**src/rtl/abc_coinc_gated.sv**
```systemverilog
// rtl/abc_coinc_gated.sv - gated two-channel coincidence counter with saturating counts
module abc_coinc_gated #(
   parameter int CNT_W  = 16,
   parameter int WIN_W  = 4,
   parameter int GATE_W = 24
) (
   input  logic              clk,
   input  logic              reset,
   input  logic              enable,
   input  logic              x1,
   input  logic              x2,
   input  logic              start,
   input  logic [GATE_W-1:0] gate_len,
   input  logic [WIN_W-1:0]  win_len,
   output logic              busy,
   output logic              done,
   output logic [CNT_W-1:0]  count_a,
   output logic [CNT_W-1:0]  count_b,
   output logic [CNT_W-1:0]  count_c,
   output logic              ovf
);

   typedef enum logic [1:0] {IDLE, RUN, FLUSH, DONE} state_t;
   typedef enum logic [1:0] {P_NONE, P_X1, P_X2} pend_t;

   localparam logic [GATE_W-1:0] GATE_ONE = GATE_W'(1);
   localparam logic [WIN_W-1:0]  WIN_ONE  = WIN_W'(1);
   localparam logic [CNT_W-1:0]  CNT_ONE  = CNT_W'(1);

   state_t            state, state_nx;
   pend_t             pend, pend_nx;
   logic [WIN_W-1:0]  wtmr, wtmr_nx, win_r;
   logic [GATE_W-1:0] gate_tmr;
   logic [CNT_W-1:0]  live_a, live_b, live_c;
   logic              live_ovf;
   logic [2:0]        sync1, sync2;
   logic              e1, e2;
   logic              inc_a, inc_b, inc_c, sat_hit;
   logic              accept, classify;

   // bits [1:0] are the synchroniser, bit [2] is the previous level for edge detection
   always_ff @(posedge clk or posedge reset) begin
      if (reset) begin
         sync1 <= '0;
         sync2 <= '0;
      end else begin
         sync1 <= {sync1[1:0], x1};
         sync2 <= {sync2[1:0], x2};
      end
   end

   assign e1       = sync1[1] & ~sync1[2];
   assign e2       = sync2[1] & ~sync2[2];
   assign accept   = (state == IDLE) && start;
   assign classify = (state == RUN) && enable;

   always_ff @(posedge clk or posedge reset) begin
      if (reset) state <= IDLE;
      else       state <= state_nx;
   end

   always_comb begin
      state_nx = state;
      case (state)
         IDLE:    if (start) state_nx = (gate_len == '0) ? FLUSH : RUN;
         RUN:     if (enable && gate_tmr == GATE_ONE) state_nx = FLUSH;
         FLUSH:   state_nx = DONE;
         DONE:    state_nx = IDLE;
         default: state_nx = IDLE;
      endcase
   end

   // a pending event waits win_r enabled cycles for its partner before it counts as a single
   always_comb begin
      inc_a   = 1'b0;
      inc_b   = 1'b0;
      inc_c   = 1'b0;
      pend_nx = pend;
      wtmr_nx = wtmr;
      if (classify) begin
         case (pend)
            P_NONE: begin
               if (e1 && e2) begin
                  inc_c = 1'b1;
               end else if (e1) begin
                  if (win_r == '0) inc_b = 1'b1;
                  else begin pend_nx = P_X1; wtmr_nx = win_r; end
               end else if (e2) begin
                  if (win_r == '0) inc_a = 1'b1;
                  else begin pend_nx = P_X2; wtmr_nx = win_r; end
               end
            end
            P_X1: begin
               if (e2) begin
                  inc_c   = 1'b1;
                  pend_nx = e1 ? P_X1 : P_NONE;
                  wtmr_nx = win_r;
               end else if (e1) begin
                  inc_b   = 1'b1;
                  wtmr_nx = win_r;
               end else if (wtmr == WIN_ONE) begin
                  inc_b   = 1'b1;
                  pend_nx = P_NONE;
               end else begin
                  wtmr_nx = wtmr - WIN_ONE;
               end
            end
            P_X2: begin
               if (e1) begin
                  inc_c   = 1'b1;
                  pend_nx = e2 ? P_X2 : P_NONE;
                  wtmr_nx = win_r;
               end else if (e2) begin
                  inc_a   = 1'b1;
                  wtmr_nx = win_r;
               end else if (wtmr == WIN_ONE) begin
                  inc_a   = 1'b1;
                  pend_nx = P_NONE;
               end else begin
                  wtmr_nx = wtmr - WIN_ONE;
               end
            end
            default: pend_nx = P_NONE;
         endcase
      end else if (state == FLUSH) begin
         inc_b   = (pend == P_X1);
         inc_a   = (pend == P_X2);
         pend_nx = P_NONE;
      end
   end

   assign sat_hit = (inc_a & (&live_a)) | (inc_b & (&live_b)) | (inc_c & (&live_c));

   always_ff @(posedge clk or posedge reset) begin
      if (reset) begin
         pend     <= P_NONE;
         wtmr     <= '0;
         win_r    <= '0;
         gate_tmr <= '0;
         live_a   <= '0;
         live_b   <= '0;
         live_c   <= '0;
         live_ovf <= 1'b0;
         count_a  <= '0;
         count_b  <= '0;
         count_c  <= '0;
         ovf      <= 1'b0;
         busy     <= 1'b0;
         done     <= 1'b0;
      end else begin
         done     <= (state == DONE);
         pend     <= pend_nx;
         wtmr     <= wtmr_nx;
         live_ovf <= live_ovf | sat_hit;
         if (inc_a && !(&live_a)) live_a <= live_a + CNT_ONE;
         if (inc_b && !(&live_b)) live_b <= live_b + CNT_ONE;
         if (inc_c && !(&live_c)) live_c <= live_c + CNT_ONE;
         if (classify) gate_tmr <= gate_tmr - GATE_ONE;
         if (accept) begin
            live_a   <= '0;
            live_b   <= '0;
            live_c   <= '0;
            live_ovf <= 1'b0;
            gate_tmr <= gate_len;
            win_r    <= win_len;
            pend     <= P_NONE;
            wtmr     <= '0;
            busy     <= 1'b1;
         end
         if (state == DONE) begin
            count_a <= live_a;
            count_b <= live_b;
            count_c <= live_c;
            ovf     <= live_ovf;
            busy    <= 1'b0;
         end
      end
   end

endmodule

```
**config.mk**
```make
export PLATFORM = sky130hd
export DESIGN_NAME = abc_coinc_gated
export DESIGN_NICKNAME = d
export VERILOG_FILES = /design/src/rtl/abc_coinc_gated.sv
export SDC_FILE = /design/constraint.sdc
export NUM_CORES = 1
export LEC_CHECK = 0
export ABC_AREA = 1
export CAP_MARGIN = 20
export CORE_ASPECT_RATIO = 2
export CORE_MARGIN = 3
export CORE_UTILIZATION = 41
export CTS_CLUSTER_DIAMETER = 120
export DETAILED_ROUTE_END_ITERATION = 10
export HOLD_SLACK_MARGIN = 0.12
export RECOVER_POWER = 100
export SLEW_MARGIN = 5
export SYNTH_ARGS = -nofsm -noshare
export SYNTH_HDL_FRONTEND = slang
export SYNTH_SLANG_ARGS = --single-unit
```
**constraint.sdc**
```tcl
create_clock -name clk -period 5.89 [get_ports clk]
set_input_delay 0.589 -clock clk [delete_from_list [all_inputs] [get_ports clk]]
set_output_delay 0.589 -clock clk [all_outputs]
set_load 0.05 [all_outputs]
```
== Yosys cells after proc, flatten, opt, wreduce, memory -nomap -nowiden ==
Cells that the tools add are included.
Operators by class
  add/subtract/negate cells: 5
  $mul: 0
  div/mod/pow operators: 0
  $lt $le $gt $ge: 0
  eq/ne operators: 16
  shift operators: 0
  multiplexer cells: 65
  bitwise gates (word level): 10
  reductions and logical operators: 27
Operators by type and width (number)
  $mux 16: 6
  $add 16x1->16 const B: 3
  $mux 24: 2
  $reduce_and 16->1: 3
  $mux 4: 11
  $mux 2: 17
  $eq 24x1->1 const B: 1
  $logic_not 24->1: 1
  $sub 24x1->24 const B: 1
  $mux 1: 23
  $ne 5x5->1 const B: 3
  $ne 4x4->1 const B: 3
  $pmux 4 s3: 1
  $reduce_bool 2->1: 5
  $pmux 2 s4: 1
  $logic_and 1x1->1: 7
  $eq 2x2->1 const B: 3
  $pmux 2 s3: 1
  $reduce_and 6->1: 1
  $and 1x1->1: 5
  $eq 2x1->1 const B: 2
  $eq 4x1->1 const B: 1
  $logic_not 2->1: 2
  $logic_not 4->1: 1
  13 further kinds: 19
Word-level totals
  flip-flop bits (word level): 142
  latch bits: 0
  memory bits (writable): 0
  ROM bits: 0
  input port bits: 34
  output and inout port bits: 51
  word-level logic and storage cells: 140
  memories: 0

== Depth between registers and ports, before layout ==
Gate-level depths: netlist (run 1).
  depth after elaboration: 12
  depth in mapped cells: 13
  gate-level depth less buffers: 12

== Least setup slack after synthesis (run 1) ==
OpenSTA, ideal clock, no wires.
  path kind: flip-flop to flip-flop
  start: register state[0]
  end: register pend[1]
  setup time: 0.118 ns
  data arrival time: 1.564 ns
  data required time: 5.772 ns
  slack: 4.208 ns
  cell stages (with the launch flop): 11
  path buffers: 1
  period minus slack after synthesis: 1.682 ns
  path through: dfrtp_1 inv_1 ha_1 nand2_1 buf_2 nand2_1 inv_2 o22ai_1 nand2_1 nand2_1 nand2_1
Between the ends
  longest elaborated chain between the ends: 4
Ends and longest elaborated chain
  start, declared: line 30  | state_t state, state_nx;
  start signal, assigned: line 59  | else state <= state_nx;
  $eq 2x1->1 / $logic_not 2->1 (equally long branches): line 55, 54
  $logic_and 1x1->1 (on tied branches): line 55, 54
  $ne 5x5->1 (no line) (tied with other cells)
  $reduce_and 6->1 (no line) / $mux 2 (equally long branches)
  end signal, assigned: line 152  | pend <= pend_nx;
  end, declared: line 31  | pend_t pend, pend_nx;
Parallel ways exist; a longest one is shown, timed or not.
A chain may end at the register's enable or synchronous reset.

== Worst setup path in the final report (run 1) ==
  start: register state[0]
  end: register count_b[11]
Between the ends
  longest elaborated chain between the ends: 1
Ends and longest elaborated chain
  $eq 2x2->1: line 170  | if (state == DONE) begin
  end signal, assigned: line 172  | count_b <= live_b;
  end, declared: line 18  | output logic [CNT_W-1:0] count_b,
Every way passes these cells.

==> run metrics, run 1 <==
status=finished with violations; failing checks=max-capacitance violations, max-slew violations; Max VDD drop=between 0.2 and 0.25 mV; post-synthesis compound-gate area fraction=6.078%; leading cell type in the layout, fill and taps excluded=nand2_1; grt total ovfl=0; first-pass GRT wire length=33.26 mm; Crit Path Class=reg -> reg; Layout Nets=1114; Post-Synth XOR/XNOR Area=4.926%; Post-synth EDFFs=0; multiplexer share of the synthesized area=3.743%; final wirelength=20.09 mm; total track usage=about a fifth; Slowest cell on crit path=clkbuf_1; CTS tree=yes; drt drc=0; number of max-cap violations=1; Yosys top cell area share=45.43%; initial antenna violation count=0; max-slew violations=73; min-delay worst type=reg -> reg; Setup Fix Bufs, Post-CTS=0; worst clock skew=around 8.4 ps; Critical Path Fanout Max=~70; Ant. Diodes=0; multi-input logic area=roughly 0.0037 mm^2; fin util=about half; RSZ-0062 raised after global routing=false; Yosys reg bits=142; worst-path cell chain=ha_1, clkbuf_1, mux2_2; routed len/inst=about 15 um; FF+latch area=0.003553 mm^2; hpwl dp=14.92 mm; Initial Utilization=a little over two fifths; Die Ht=201.3 um; drt pass-1 iters=4; synthesized area=about 0.008 mm^2; CTS max path bufs=2; register clock-pin slew on the reported worst setup and hold paths=60 ps; final setup TNS=0 ps; Tcrit/Tclk final=62.34%; Filler cells=1800; Rows=70; adder-cell share of the synthesized area=2.559%; syn_nets=1038; hold_buf cts=0; synth warn=0; post-synthesis sequential area ratio=45.43%; largest family of logic cells by synthesized area=simple AND/OR/NAND/NOR gates; logic gate share of total power=~40%; Via density=between 5 and 6; simple-gate share of the synthesized area=roughly 30%; critical path data arrival time=3970 ps; die footprint=roughly 0.021 mm^2; Net Sw Frac=41.98%; cells after synthesis=988; min Tclk post-route=between 3000 and 4000 ps; Pint=0.002322 W; PD cells=about 420 mW/mm^2; worst relative slew slack=-122.0%; Root Driver=clkbuf_16; CP endpoint kind=flip-flop; Area contributors post-synth=dfrtp_1, nand2_1, nand3_1; antenna viol nets, final=0; Seq pwr share=34.1%; most frequent cells in the layout=nand2_1, dfrtp_1, nor2_1, inv_1, nand3_1; clk_lat worst skew=about 430 ps; routed via count=6694; Post-synth top flop=dfrtp_1; leading area contributor after synthesis=dfrtp_1; layout cells sized above 1=7.149%; pin count of the biggest net entering global routing=between 90 and 100; post-place setup slack=roughly 2900 ps; Clk pwr share=approximately a quarter; DR iter-0 viols=293; total CTS buffers=17; htree depth=4; routability cong.=0.8775; Worst path max stage delay=2310 ps; # clock sinks=142; area grow syn2layout=20.60%; Hold WS=approximately 350 ps; Startpoint Class=flip-flop; vias in the first global route=6758; Fin. Hold Viols=0; Netlist cell types=38; syn_area_per_cell=around 7.9 um^2; # port buffers=84; LEAKAGE=4.643 nW; FMAX=0.2724 GHz; Worst Tran Pin Value=3330 ps; Crit path required time=6190 ps; P_sw=~0.0017 W; fin worst setup slack=about 2200 ps; Die W=103.7 um; share of flip-flops with an asynchronous set or reset=100.0%; CORE AREA=roughly 0.018 mm^2; cts repair resizes=0; I/O pin count=85; Final setup violation count=0
state kept, by name (all words and copies together) (netlist names):
register,flops
state,2
count_c,16
sync1,3
count_b,16
count_a,16
live_c,16
live_b,16
live_a,16
wtmr,4
done,1
win_r,4
busy,1
gate_tmr,24
pend,2
live_ovf,1
sync2,3
ovf,1
critical path: cells and delay by family (launching register included):
kind | cells | cell delay, ps
adders and majority gates | 1 | 230
muxes | 1 | 490
buffers and inverters | 1 | 2310
DFF | 1 | 400
cells by family (layout without fill, tap and decap cells):
logic type | after synthesis | count (layout)
fa+ha+maj | 16 | 16
mux | 26 | 26
simple gates | 535 | 535
compound gates | 84 | 84
buf+inv | 141 | 230
flops | 142 | 142
xor+xnor | 44 | 44
worst paths after layout:
check | end | slack [ps] | cells after the start | start
min | sync2[1] | 350 | 0 | sync2[0]
max reg2reg | count_b[11] | 2220 | 3 | state[0]
min reg2reg | sync2[1] | 350 | 0 | sync2[0]
min in group asynchronous | gate_tmr[23] | 820 | 2 | reset
max in group asynchronous | count_b[11] | 3840 | 3 | reset
max | count_b[11] | 2220 | 3 | state[0]
per-stage QoR:
step                power [W]  cells  area [um^2]
floorplan            0.002525    988         7823
global route         0.004274   1329         9434
CTS                  0.004079   1329         9452
detailed placement   0.002992   1297         8870
global placement     0.002982   1297         8870
finish               0.004002   1329         9434
final cells by class:
class,count,area share [%]
clock buffers,19,4.695
clock inverters,13,1.472
inverters,110,4.456
multi-input cells,705,39.22
flip-flops and latches,142,37.67
well taps,252,3.342
repair buffers,88,9.151
metal layers:
| layer | part of all wire [%] | track usage [%] | vias up |
|---|---|---|---|
| met3 | 2.8 | 3.242 | 41 |
| met2 | 57 | 38.36 | 128 |
| met4 | 3.1 | 8.654 | 0 |
| met5 | 0 | 0 | - |
| met1 | 38 | 20.49 | 3158 |
| li1 | - | - | 3367 |
synthesized netlist by cell type (2+ instances only):
cell type	count
mux2_2	26
inv_2	9
nand3b_1	7
o21ai_0	20
nand2_1	236
o211ai_1	8
nor2_1	126
o221ai_1	7
nand3_1	96
a21oi_1	36
clkinv_1	4
clkbuf_1	9
nor2_2	3
o21ai_1	9
xor2_1	38
nand4_1	41
ha_1	16
nor2_4	2
buf_1	6
nand2_2	3
xnor2_1	6
inv_1	96
dfrtp_1	142
nor3_1	15
buf_2	14
power by group through the flow:
| stage | Combinational (W) | Sequential (W) | Clock (W) |
|---|---|---|---|
| final | 0.00157 | 0.00136 | 0.00107 |
| after global routing | 0.00174 | 0.00140 | 0.00114 |
| after CTS | 0.00162 | 0.00137 | 0.00109 |
| after detailed placement | 0.00161 | 0.00138 | 0 |
| after global placement | 0.00160 | 0.00138 | 0 |
| after floorplan | 0.000864 | 0.00166 | 0 |
No activity file was read; power rests on OpenSTA's default activity.
==> inputs of run 2 (changes only) <==
clock period = 3.27 ns   (was 5.89 ns; I/O delays follow)
==> run 2 against run 1 <==
The run still ends with max-capacitance violations, max-slew violations left; cell count increased by 0.30%; via count is 2.0% higher; power is 81% higher; critical endpoint is now live_c[9].
==> run metrics, run 2 (synthesis gave the netlist of run 1 again) <==
critical path data arrival time=2970 ps; grt total ovfl=0; antenna viol nets, final=0; min-delay worst type=reg -> reg; Crit Path Class=reg -> reg; Critical Path Fanout Max=32; Die Ht=201.3 um; cts repair resizes=0; layout cells sized above 1=7.586%; final wirelength=20.78 mm; routed len/inst=15.59 um; number of max-cap violations=1; I/O pin count=85; CORE AREA=0.01848 mm^2; Hold WS=353.8 ps; Crit path required time=3530 ps; clk_lat worst skew=420 ps; top sig layer=met4; CTS max path bufs=2; worst relative slew slack=-4.583%; CTS tree=yes; min Tclk post-route=2705 ps; CP endpoint kind=flip-flop; Startpoint Class=flip-flop; # clock sinks=142; worst clock skew=7.992 ps; fin worst setup slack=564.6 ps; status=finished with violations; failing checks=max-capacitance violations, max-slew violations; Fin. Hold Viols=0; largest reg by FF count=gate_tmr; final setup TNS=0 ps; Final setup violation count=0; Tcrit/Tclk final=82.74%; FMAX=around 0.37 GHz; Via density=5.122; flip-flop count of the largest register after layout=24; pin count of the biggest net entering global routing=75; # port buffers=84; Rows=70; hold_buf cts=0; initial antenna violation count=0; max-slew violations=75; Setup Fix Bufs, Post-CTS=0; Ant. Diodes=0; total CTS buffers=17; post-place setup slack=about 740 ps; hpwl dp=roughly 16 mm; drt drc=0; first-pass GRT wire length=34.57 mm; PD cells=between 700 and 800 mW/mm^2; metal3 WL=568 um; vias in the first global route=6977; wire length on met1=7.658 mm; FF+latch area=0.003553 mm^2; leading cell type in the layout, fill and taps excluded=nand2_1; drt pass-1 iters=5; routed via count=6828; Initial Utilization=approximately 42%; total track usage=20.48%; Filler cells=approximately 1800; DR iter-0 viols=343; most frequent cells in the layout=nand2_1, dfrtp_1, nor2_1, inv_1, nand3_1; Root Driver=clkbuf_16; Die W=103.7 um; Max VDD drop=0.3649 mV; LEAKAGE=about 4.7 nW; die footprint=between 0.02 and 0.025 mm^2; htree depth=4; Layout Nets=approximately 1100; RSZ-0062 raised after global routing=false; routability cong.=approximately 0.9; area grow syn2layout=21.19%; multi-input logic area=0.003705 mm^2; Worst Tran Pin Value=1569 ps; metal2 WL=11.63 mm; register clock-pin slew on the reported worst setup and hold paths=60 ps
run 2: changes by cell type in the layout (fill, tap and decap cells not counted), moves of 2 or more:
cell	before	now
inv_6	4	1
clkbuf_2	0	3
clkbuf_8	1	3
clkinv_2	4	2
run 2: final timing paths:
| kind | startpoint | to | slack (ps) | cells past startpoint |
|---|---|---|---|---|
| max | state[0] | live_c[9] | 560 | 6 |
| min | sync2[0] | sync2[1] | 350 | 0 |
| min reg2reg | sync2[0] | sync2[1] | 350 | 0 |
| min in group asynchronous | reset | count_a[4] | 610 | 2 |
| max reg2reg | state[0] | live_c[9] | 560 | 6 |
| max in group asynchronous | reset | live_b[4] | 970 | 3 |
run 2: critical path: stages (launching register included):
cell and delay [ps]:
dfrtp_1 400, inv_1 100, ha_1 240, nand2_2 470
inv_1 420, nor2_1 750, o21ai_0 150
run 2: layer usage:
metal | vias to the layer above | global-route usage (%)
li1 | 3388 | -
met1 | 3232 | 21.28
met2 | 153 | 39.10
met3 | 55 | 2.793
met4 | 0 | 11.13
met5 | - | 0
run 2: report_power, final:
| part | total [W] | internal (W) | switching [W] | leakage, nW |
|---|---|---|---|---|
| Sequential | 0.00247 | 0.00216 | 0.000318 | 1.86 |
| Clock | 0.00193 | 0.00118 | 0.000749 | 0.279 |
| Combinational | 0.00285 | 0.000880 | 0.00197 | 2.52 |
| Total | 0.00726 | 0.00422 | 0.00304 | 4.66 |
run 2: per-stage QoR:
stage	instance area (um^2)	instances	util (%)	power [W]
final	9480	1333	51.30	0.007256
after global routing	9480	1333	51.30	0.007710
after CTS	9528	1333	51.56	0.007408
after detailed placement	8944	1302	48.40	0.005453
after global placement	8944	1302	48.40	0.005437
after floorplan	7826	988	-	0.004548
run 2: cell type report:
cell class | instances | area share [%]
clock buffer | 22 | 5.002
clock inverter | 9 | 1.161
inverter | 110 | 4.395
multi-input combinational | 705 | 39.08
sequential | 142 | 37.48
tap | 252 | 3.326
timing repair buffer | 93 | 9.555
==> inputs of run 3 (changes only) <==
clock period = 2.6 ns   (was 3.27 ns; I/O delays follow)
==> run 3 against run 2 <==
The run now ends clean; sequential power grew 25%; clock skew grew 0.56 ps; critical path type unchanged; hold slack lost 7.4 ps; via count grew 0.28%; cell area grew 0.94%; first-iteration DRC count shrank 26%; non-clock buffer count grew 5.
==> run metrics, run 3 (synthesis gave the netlist of run 1 again) <==
clk_lat worst skew=between 400 and 500 ps; CP endpoint kind=flip-flop; LEAKAGE=4.739 nW; pin count of the biggest net entering global routing=73; Max VDD drop=0.4982 mV; Die W=103.7 um; DR iter-0 viols=~260; first-pass GRT wire length=34.87 mm; cts repair resizes=0; min-delay worst type=reg -> reg; initial antenna violation count=0; status=complete, no violations; Die Ht=between 200 and 250 um; drt pass-1 iters=5; antenna viol nets, final=0; worst-path cell chain=ha_1, buf_2, mux2_2; total CTS buffers=17; grt total ovfl=0; Worst path max stage delay=1080 ps; vias in the first global route=7153; CORE AREA=0.01848 mm^2; Root Driver=clkbuf_16; hpwl dp=15.24 mm; FMAX=0.4306 GHz; most frequent cells in the layout=nand2_1, dfrtp_1, nor2_1, inv_1, nand3_1; Via density=5.117; Hold WS=between 300 and 400 ps; Initial Utilization=42.33%; routed len/inst=roughly 15 um; drt drc=0; leading cell type in the layout, fill and taps excluded=nand2_1; area grow syn2layout=22.33%; Tcrit/Tclk final=89.32%; # clock sinks=142; Critical Path Fanout Max=72; Slowest cell on crit path=buf_2; RSZ-0062 raised after global routing=false; Startpoint Class=flip-flop; max-slew violations=0; PD cells=approximately 970 mW/mm^2; worst relative slew slack=2.995%; # port buffers=84; Crit Path Class=reg -> reg; Fin. Hold Viols=0; Setup Fix Bufs, Post-CTS=0; Crit path required time=2900 ps; flip-flop count of the largest register after layout=24; CTS tree=yes; routed via count=6847; htree depth=4; I/O pin count=85; min Tclk post-route=2322 ps; worst clock skew=between 8 and 9 ps; Filler cells=between 1500 and 2000; Final setup violation count=0; number of max-cap violations=0; layout cells sized above 1=8.103%; CTS max path bufs=2; largest reg by FF count=gate_tmr; final wirelength=20.58 mm; Layout Nets=1124; die footprint=0.02087 mm^2; final setup TNS=0 ps; Worst Tran Pin Value=1455 ps; hold_buf cts=0; routability cong.=0.8669; Ant. Diodes=0; Rows=70; register clock-pin slew on the reported worst setup and hold paths=60 ps; critical path data arrival time=about 2600 ps; total track usage=20.54%
[run 3: changes by cell type in the layout (fill, tap and decap cells not counted), sizes merged]
cell          delta
dlymetal6s4s     +1
clkinvlp         -1
buf              +4
clkinv           +2
dlymetal6s2s     +2
inv              -1
clkbuf           -4
bufinv           +2
[run 3: through the flow]
stage | util [%] | instances | setup slack, ps | instance area, um^2 | power, W
after floorplan | - | 988 | 562.9 | 7826 | 0.005720
after global placement | 48.80 | 1307 | 393.3 | 9019 | 0.006823
after detailed placement | 48.80 | 1307 | 379.0 | 9019 | 0.006871
after CTS | 52.21 | 1338 | 428.8 | 9649 | 0.009539
after global routing | 51.78 | 1338 | 84.12 | 9569 | 0.009944
final | 51.78 | 1338 | 277.7 | 9569 | 0.009322
[run 3: final cells by class]
| cell class | count | area [um^2] | area share (%) |
|---|---|---|---|
| Clock buffer | 20 | 466.7 | 4.877 |
| Clock inverter | 11 | 163.9 | 1.713 |
| Inverter | 110 | 416.7 | 4.354 |
| Multi-Input combinational cell | 705 | 3691 | 38.57 |
| Sequential cell | 142 | 3553 | 37.13 |
| Tap cell | 252 | 315.3 | 3.295 |
| Timing Repair Buffer | 98 | 962.2 | 10.05 |
[run 3: power by group]
| group | switching (W) | internal [W] | leakage, nW |
|---|---|---|---|
| Sequential | 0.000375 | 0.00271 | 1.86 |
| Combinational | 0.00249 | 0.00112 | 2.57 |
| Clock | 0.000953 | 0.00167 | 0.308 |
| Total | 0.00382 | 0.00550 | 4.74 |
[run 3: layer usage]
layer	part of all wire (%)	up-vias	GRT usage, %
li1	-	3386	-
met4	1.9	0	7.798
met1	37	3289	21.21
met2	58	145	40.84
met3	3.0	27	3.050
met5	0	-	0
[run 3: path summary, 6_finish.rpt]
kind / start / end / slack, ps / depth (start not counted)
worst max register to register: state[0] / count_a[11] / 280 / 3
worst min register to register: sync2[0] / sync2[1] / 350 / 0
worst min-delay path: sync2[0] / sync2[1] / 350 / 0
max in group asynchronous: reset / count_b[10] / 510 / 3
worst max-delay path: state[0] / count_a[11] / 280 / 3
min in group asynchronous: reset / count_a[7] / 500 / 2
[run 3: critical path: cells and delay by family (launching register included)]
kind	cells	cell delay, ps
buffers and inverters	1	1080
adder cells (fa/ha/maj)	1	220
multiplexers	1	430
flip-flops	1	390
